$ cat src/rtl/trace_capture_fifo.sv
// trace_capture_fifo: change-compressed trace capture FIFO.
// Samples {in_data, in_sig} on enabled cycles and pushes a record only when
// it differs from the previous enabled sample (or is the first sample since
// reset). Records drain over a valid/ready stream. Records that arrive while
// the FIFO is full are dropped; overflow is sticky and drop_cnt saturates.
// Optional feature macro: TRACE_CAPTURE_TIMESTAMP_EN adds a 16-bit cycle
// counter, a per-record timestamp and the out_ts output port.
module trace_capture_fifo #(
    parameter int unsigned DATA_W = 22,
    parameter int unsigned SIG_W  = 2,
    parameter int unsigned DEPTH  = 8,
    parameter int unsigned DROP_W = 8
) (
    input  logic                       clk,
    input  logic                       rst,
    input  logic                       in_en,
    input  logic [DATA_W-1:0]          in_data,
    input  logic [SIG_W-1:0]           in_sig,
    output logic                       out_valid,
    input  logic                       out_ready,
    output logic [DATA_W-1:0]          out_data,
    output logic [SIG_W-1:0]           out_sig,
    output logic [$clog2(DEPTH):0]     level,
    output logic                       overflow,
    output logic [DROP_W-1:0]          drop_cnt
`ifdef TRACE_CAPTURE_TIMESTAMP_EN
    ,
    output logic [15:0]                out_ts
`endif
);

    localparam int unsigned PTR_W = $clog2(DEPTH);
    localparam int unsigned LVL_W = PTR_W + 1;
    localparam int unsigned REC_W = DATA_W + SIG_W;
`ifdef TRACE_CAPTURE_TIMESTAMP_EN
    localparam int unsigned ENT_W = REC_W + 16;
`else
    localparam int unsigned ENT_W = REC_W;
`endif

    logic [ENT_W-1:0]  mem_q [DEPTH];
    logic [PTR_W-1:0]  wptr_q, wptr_d;
    logic [PTR_W-1:0]  rptr_q, rptr_d;
    logic [LVL_W-1:0]  level_q, level_d;
    logic [REC_W-1:0]  prev_q, prev_d;
    logic              has_prev_q, has_prev_d;
    logic              overflow_q, overflow_d;
    logic [DROP_W-1:0] drop_cnt_q, drop_cnt_d;

    logic [REC_W-1:0]  rec;
    logic [ENT_W-1:0]  wr_entry;
    logic [ENT_W-1:0]  head;
    logic              valid;
    logic              req;
    logic              push;
    logic              pop;
    logic              drop;

`ifdef TRACE_CAPTURE_TIMESTAMP_EN
    logic [15:0]       ts_q;

    // Free-running cycle counter, wraps naturally at 0xFFFF
    always_ff @(posedge clk or negedge rst) begin
        if (!rst) ts_q <= '0;
        else      ts_q <= ts_q + 16'd1;
    end

    assign wr_entry = {ts_q, rec};
`else
    assign wr_entry = rec;
`endif

    assign rec   = {in_data, in_sig};
    assign valid = (level_q != '0);
    assign pop   = valid && out_ready;
    assign req   = in_en && (!has_prev_q || (rec != prev_q));
    // A full FIFO still accepts a push when the head leaves in the same cycle
    assign push  = req && ((level_q != LVL_W'(DEPTH)) || pop);
    assign drop  = req && !push;

    // Next-state for pointers, occupancy, change detector and drop tracking
    always_comb begin
        wptr_d     = wptr_q;
        rptr_d     = rptr_q;
        level_d    = level_q;
        prev_d     = prev_q;
        has_prev_d = has_prev_q;
        overflow_d = overflow_q;
        drop_cnt_d = drop_cnt_q;

        if (push) wptr_d = wptr_q + 1'b1;
        if (pop)  rptr_d = rptr_q + 1'b1;

        case ({push, pop})
            2'b10:   level_d = level_q + 1'b1;
            2'b01:   level_d = level_q - 1'b1;
            default: level_d = level_q;
        endcase

        if (in_en) begin
            prev_d     = rec;
            has_prev_d = 1'b1;
        end

        if (drop) begin
            overflow_d = 1'b1;
            if (drop_cnt_q != '1) drop_cnt_d = drop_cnt_q + 1'b1;
        end
    end

    // Control state registers
    always_ff @(posedge clk or negedge rst) begin
        if (!rst) begin
            wptr_q     <= '0;
            rptr_q     <= '0;
            level_q    <= '0;
            prev_q     <= '0;
            has_prev_q <= 1'b0;
            overflow_q <= 1'b0;
            drop_cnt_q <= '0;
        end else begin
            wptr_q     <= wptr_d;
            rptr_q     <= rptr_d;
            level_q    <= level_d;
            prev_q     <= prev_d;
            has_prev_q <= has_prev_d;
            overflow_q <= overflow_d;
            drop_cnt_q <= drop_cnt_d;
        end
    end

    // Record storage; contents are invalidated by level, so no reset needed
    always_ff @(posedge clk) begin
        if (push) mem_q[wptr_q] <= wr_entry;
    end

    // Head outputs are forced to zero while empty so reset shows clean values
    assign head      = mem_q[rptr_q];
    assign out_valid = valid;
    assign out_data  = valid ? head[REC_W-1:SIG_W] : '0;
    assign out_sig   = valid ? head[SIG_W-1:0]     : '0;
`ifdef TRACE_CAPTURE_TIMESTAMP_EN
    assign out_ts    = valid ? head[ENT_W-1:REC_W] : '0;
`endif
    assign level     = level_q;
    assign overflow  = overflow_q;
    assign drop_cnt  = drop_cnt_q;

endmodule
$ cat config.mk
export PLATFORM = sky130hd
export DESIGN_NAME = trace_capture_fifo
export DESIGN_NICKNAME = d
export VERILOG_FILES = /design/src/rtl/trace_capture_fifo.sv
export SDC_FILE = /design/constraint.sdc
export NUM_CORES = 1
export LEC_CHECK = 0
export ABC_AREA = 0
export CAP_MARGIN = 20
export CORE_AREA = 2 2 138 140
export CTS_CLUSTER_DIAMETER = 200
export DETAILED_ROUTE_END_ITERATION = 6
export DIE_AREA = 0 0 140 142
export MAX_ROUTING_LAYER = met4
export PLACE_DENSITY = 0.87
export SYNTH_ARGS = -nofsm -noshare
export SYNTH_HDL_FRONTEND = slang
export SYNTH_SLANG_ARGS = --single-unit
$ cat constraint.sdc
create_clock -name clk -period 4.35 [get_ports clk]
set_input_delay 0.6525 -clock clk [delete_from_list [all_inputs] [get_ports clk]]
set_output_delay 0.6525 -clock clk [all_outputs]
set_load 0.03 [all_outputs]
==> reports/metrics.cfg <==
[clock_network]
cts_made_buffers = 23
cts_resized = 0
cts_tree = built
cts.htree.levels = 1
clock-sinks = 236
clk_pin_slew_ps = 60
ctsLongestPathBuffers = 3
post_cts_buffers = 0
clock_latency_ps = 500
postCtsHoldBufs = 0
cts_root_buf = clkbuf_16

[yosys]
synthMuxAreaShare_pct = 17.6
synth.distinct_cells = 43
synth_area_um2 = 9590
synth_compound_area_share_pct = 1.15
ys_seq_elements = 236
async_flop_share_pct = 18.6
synth_xor_area_share_pct = 3.29
syn_inst = 496
ys_seq_area_share_pct = 71.6
ys_warn_count = 0
syn_avg_cell_area_um2 = 19.3
syn_nets = 530
synthSimpleGateAreaFrac_pct = 4.33
synth_ff_type = edfxtp_1
synth-edff-count = 192
synth_top_family_by_area = multiplexers
synth-adder-area-share_pct = 0.861

[detailed_routing]
drt-initial-drc-count = 382
routed_wl_um = 19600
maxUsedRoutingLayer = met4
via_per_inst = 5.90
wl_per_cell_um = 23.1
drc = 1
met1Wirelength_um = 7740
wl_met2_um = 10100
first_pass_iters = 7
vias = 5009
antenna_left = 0
route.met3.wl_um = 1300

[sta]
skew_ps = 9.21
finalCritPeriodShare_pct = 87.2
clock.fmax_mhz = 264
period_minus_slack_ps = 3790
drv_slew = 0
rsz0062_at_grt = false
whs_ps = 463
hold_viol_final = 0
setup-violations-final = 0
tightestPinTransition_ps = 719
finalSetupTns_ps = 0
max_slew_margin_pct = 52.1

[worst_setup_path]
cp_slowest_cell = dfrtp_2
ff2ff_setup_slack_ps = 990
worstSetupStartpointType = flip-flop
crit_end = out_data[1]
startpoint = rptr_q[0]$_DFFE_PN0P_
cp_num_buf_inv = 2
critical_path_depth = 5
max_stage_delay_ps = 830
crit_fanout = 20
cp-end-kind = output port
critPathArrivalTime_ps = 3140
ff2ff_path_depth = 13
path_class = reg -> out
r2r_start = prev_q[4]$_DFFE_PN0P_
reg2reg_to = level[3]$_DFFE_PN0P_
crit_chain = buf_4, mux4_2, mux2i_1, nor2_1, clkdlybuf4s50_1
critical_path.top_delay_family = buffers and inverters
required_ps = 3700

[layout]
fin_util_pct = 62.7
finalNetCount = 631
stdcell_area_um2 = 11600
drive_above_1_share_pct = 26.9
regArea_um2 = 6870
multi_input_area_um2 = 2650
area_growth_pct = 20.7
n_fill_cell = 1166

[die]
coreArea_um2 = 18500
fp-row-count = 50
start_util_pct = 52.0
die_w_um = 140
dieArea_um2 = 19900
io_pins = 66
die_height_um = 142

[outcome]
violations = design-rule violations
status = complete, but fails checks

[placement]
place_hpwl_um = 11900
routabilityCongestion = 0.856
io_buffers = 65
placed_area_um2 = 10700

[global_routing]
grt.overflow.total = 0
grt_pass1_wl_um = 30300
grt_pass1_vias = 5353
track_usage_pct = 20.9
antenna_found_initial = 1
grt_start_max_net_pins = 45

[power_and_ir_drop]
p_per_area_nw_per_um2 = 686
irDropWorstVdd_uv = 425
p_leak_uw = 0.00402

[hold_path]
worstHoldPathType = reg -> reg

[job]
drv_cap = 0

report_power, final:
part	internal, uW	switching, uW
Sequential	2820	240
Clock	1280	793
Combinational	1290	1520
cell type report:
type | instances | area share [%]
Clock inverter | 12 | 1.38
Multi-Input combinational cell | 232 | 22.9
Inverter | 6 | 0.195
Clock buffer | 30 | 5.54
Timing Repair Buffer | 98 | 8.06
Sequential cell | 236 | 59.3
Antenna cell | 1 | 0.0216
Tap cell | 234 | 2.53
sequential cells by signal, indices dropped and copies added (netlist names):
signal      count
overflow        1
prev_q         24
has_prev_q      1
wptr_q          3
rptr_q          3
drop_cnt        8
mem_q         192
level           4
placed cells by master (no fill, tap or decap), types with 5 or more instances in the layout:
master,netlist,routed
clkbuf_16,0,23
xnor2_1,36,36
nand2_1,8,8
inv_1,6,6
ha_1,5,5
edfxtp_1,192,192
mux2_2,26,26
nand4_1,7,7
mux2i_1,26,26
mux4_2,48,48
clkdlybuf4s50_1,0,64
buf_4,1,29
dfrtp_1,44,42
nor2_1,25,25
nand3_1,8,8
cells in the mapped netlist (all sizes together), types with 2 or more instances:
cell type,count,area (um^2)
nor2,26,100
clkbuf,12,45.0
nand3,8,40.0
mux4,48,1080
mux2i,27,283
dfrtp,44,1100
or3,2,22.5
nor4b,4,35.0
xnor2,36,315
a21oi,3,15.0
or2,2,12.5
nor3,4,20.0
nand4,7,43.8
inv,6,22.5
nand2,10,42.5
nor4,4,40.0
ha,5,62.6
edfxtp,192,5770
and3,3,18.8
a211o,2,17.5
buf,10,47.5
mux2,28,319
cell families after synthesis:
logic type / Yosys count
compound gates: 12
simple gates: 75
mux: 103
flops: 236
fa+ha+maj: 6
buf+inv: 28
xor+xnor: 36
worst min-delay path by stage:
stage,slack (ps),from,cells past startpoint,endpoint
after global placement,440,overflow$_DFFE_PN0P_,1,overflow$_DFFE_PN0P_
after CTS,370,rst,1,prev_q[4]$_DFFE_PN0P_
after detailed placement,450,overflow$_DFFE_PN0P_,1,overflow$_DFFE_PN0P_
after floorplan,360,rst,0,drop_cnt[0]$_DFFE_PN0P_
final,460,overflow$_DFFE_PN0P_,1,overflow$_DFFE_PN0P_
after global routing,480,overflow$_DFFE_PN0P_,1,overflow$_DFFE_PN0P_
worst reg2reg max path, delay by kind of cell, from the launching register on:
| family | cells | cell delay (ps) |
|---|---|---|
| multiplexers | 1 | 110 |
| adder cells (fa/ha/maj) | 1 | 270 |
| AO/OA/AOI/OAI | 4 | 700 |
| flip-flops | 1 | 400 |
| buffers and inverters | 1 | 90 |
| AND/OR/NAND/NOR | 5 | 1390 |
| XOR/XNOR | 1 | 290 |
through the flow:
stage	setup slack [ps]	cells	total power [uW]
after floorplan	-199	496	4860
after global placement	457	803	5840
after detailed placement	174	804	5930
after CTS	501	846	8000
after global routing	387	849	8270
final	556	849	7940
per-layer routing:
layer  vias to the layer above  global-route usage (%)
li1                       2169                       -
met1                      2620                    25.9
met2                       175                    35.5
met3                        45                    3.60
met4                         0                    6.80
met5                         -                       -
Note: power is estimated with default switching activity, not from simulation.
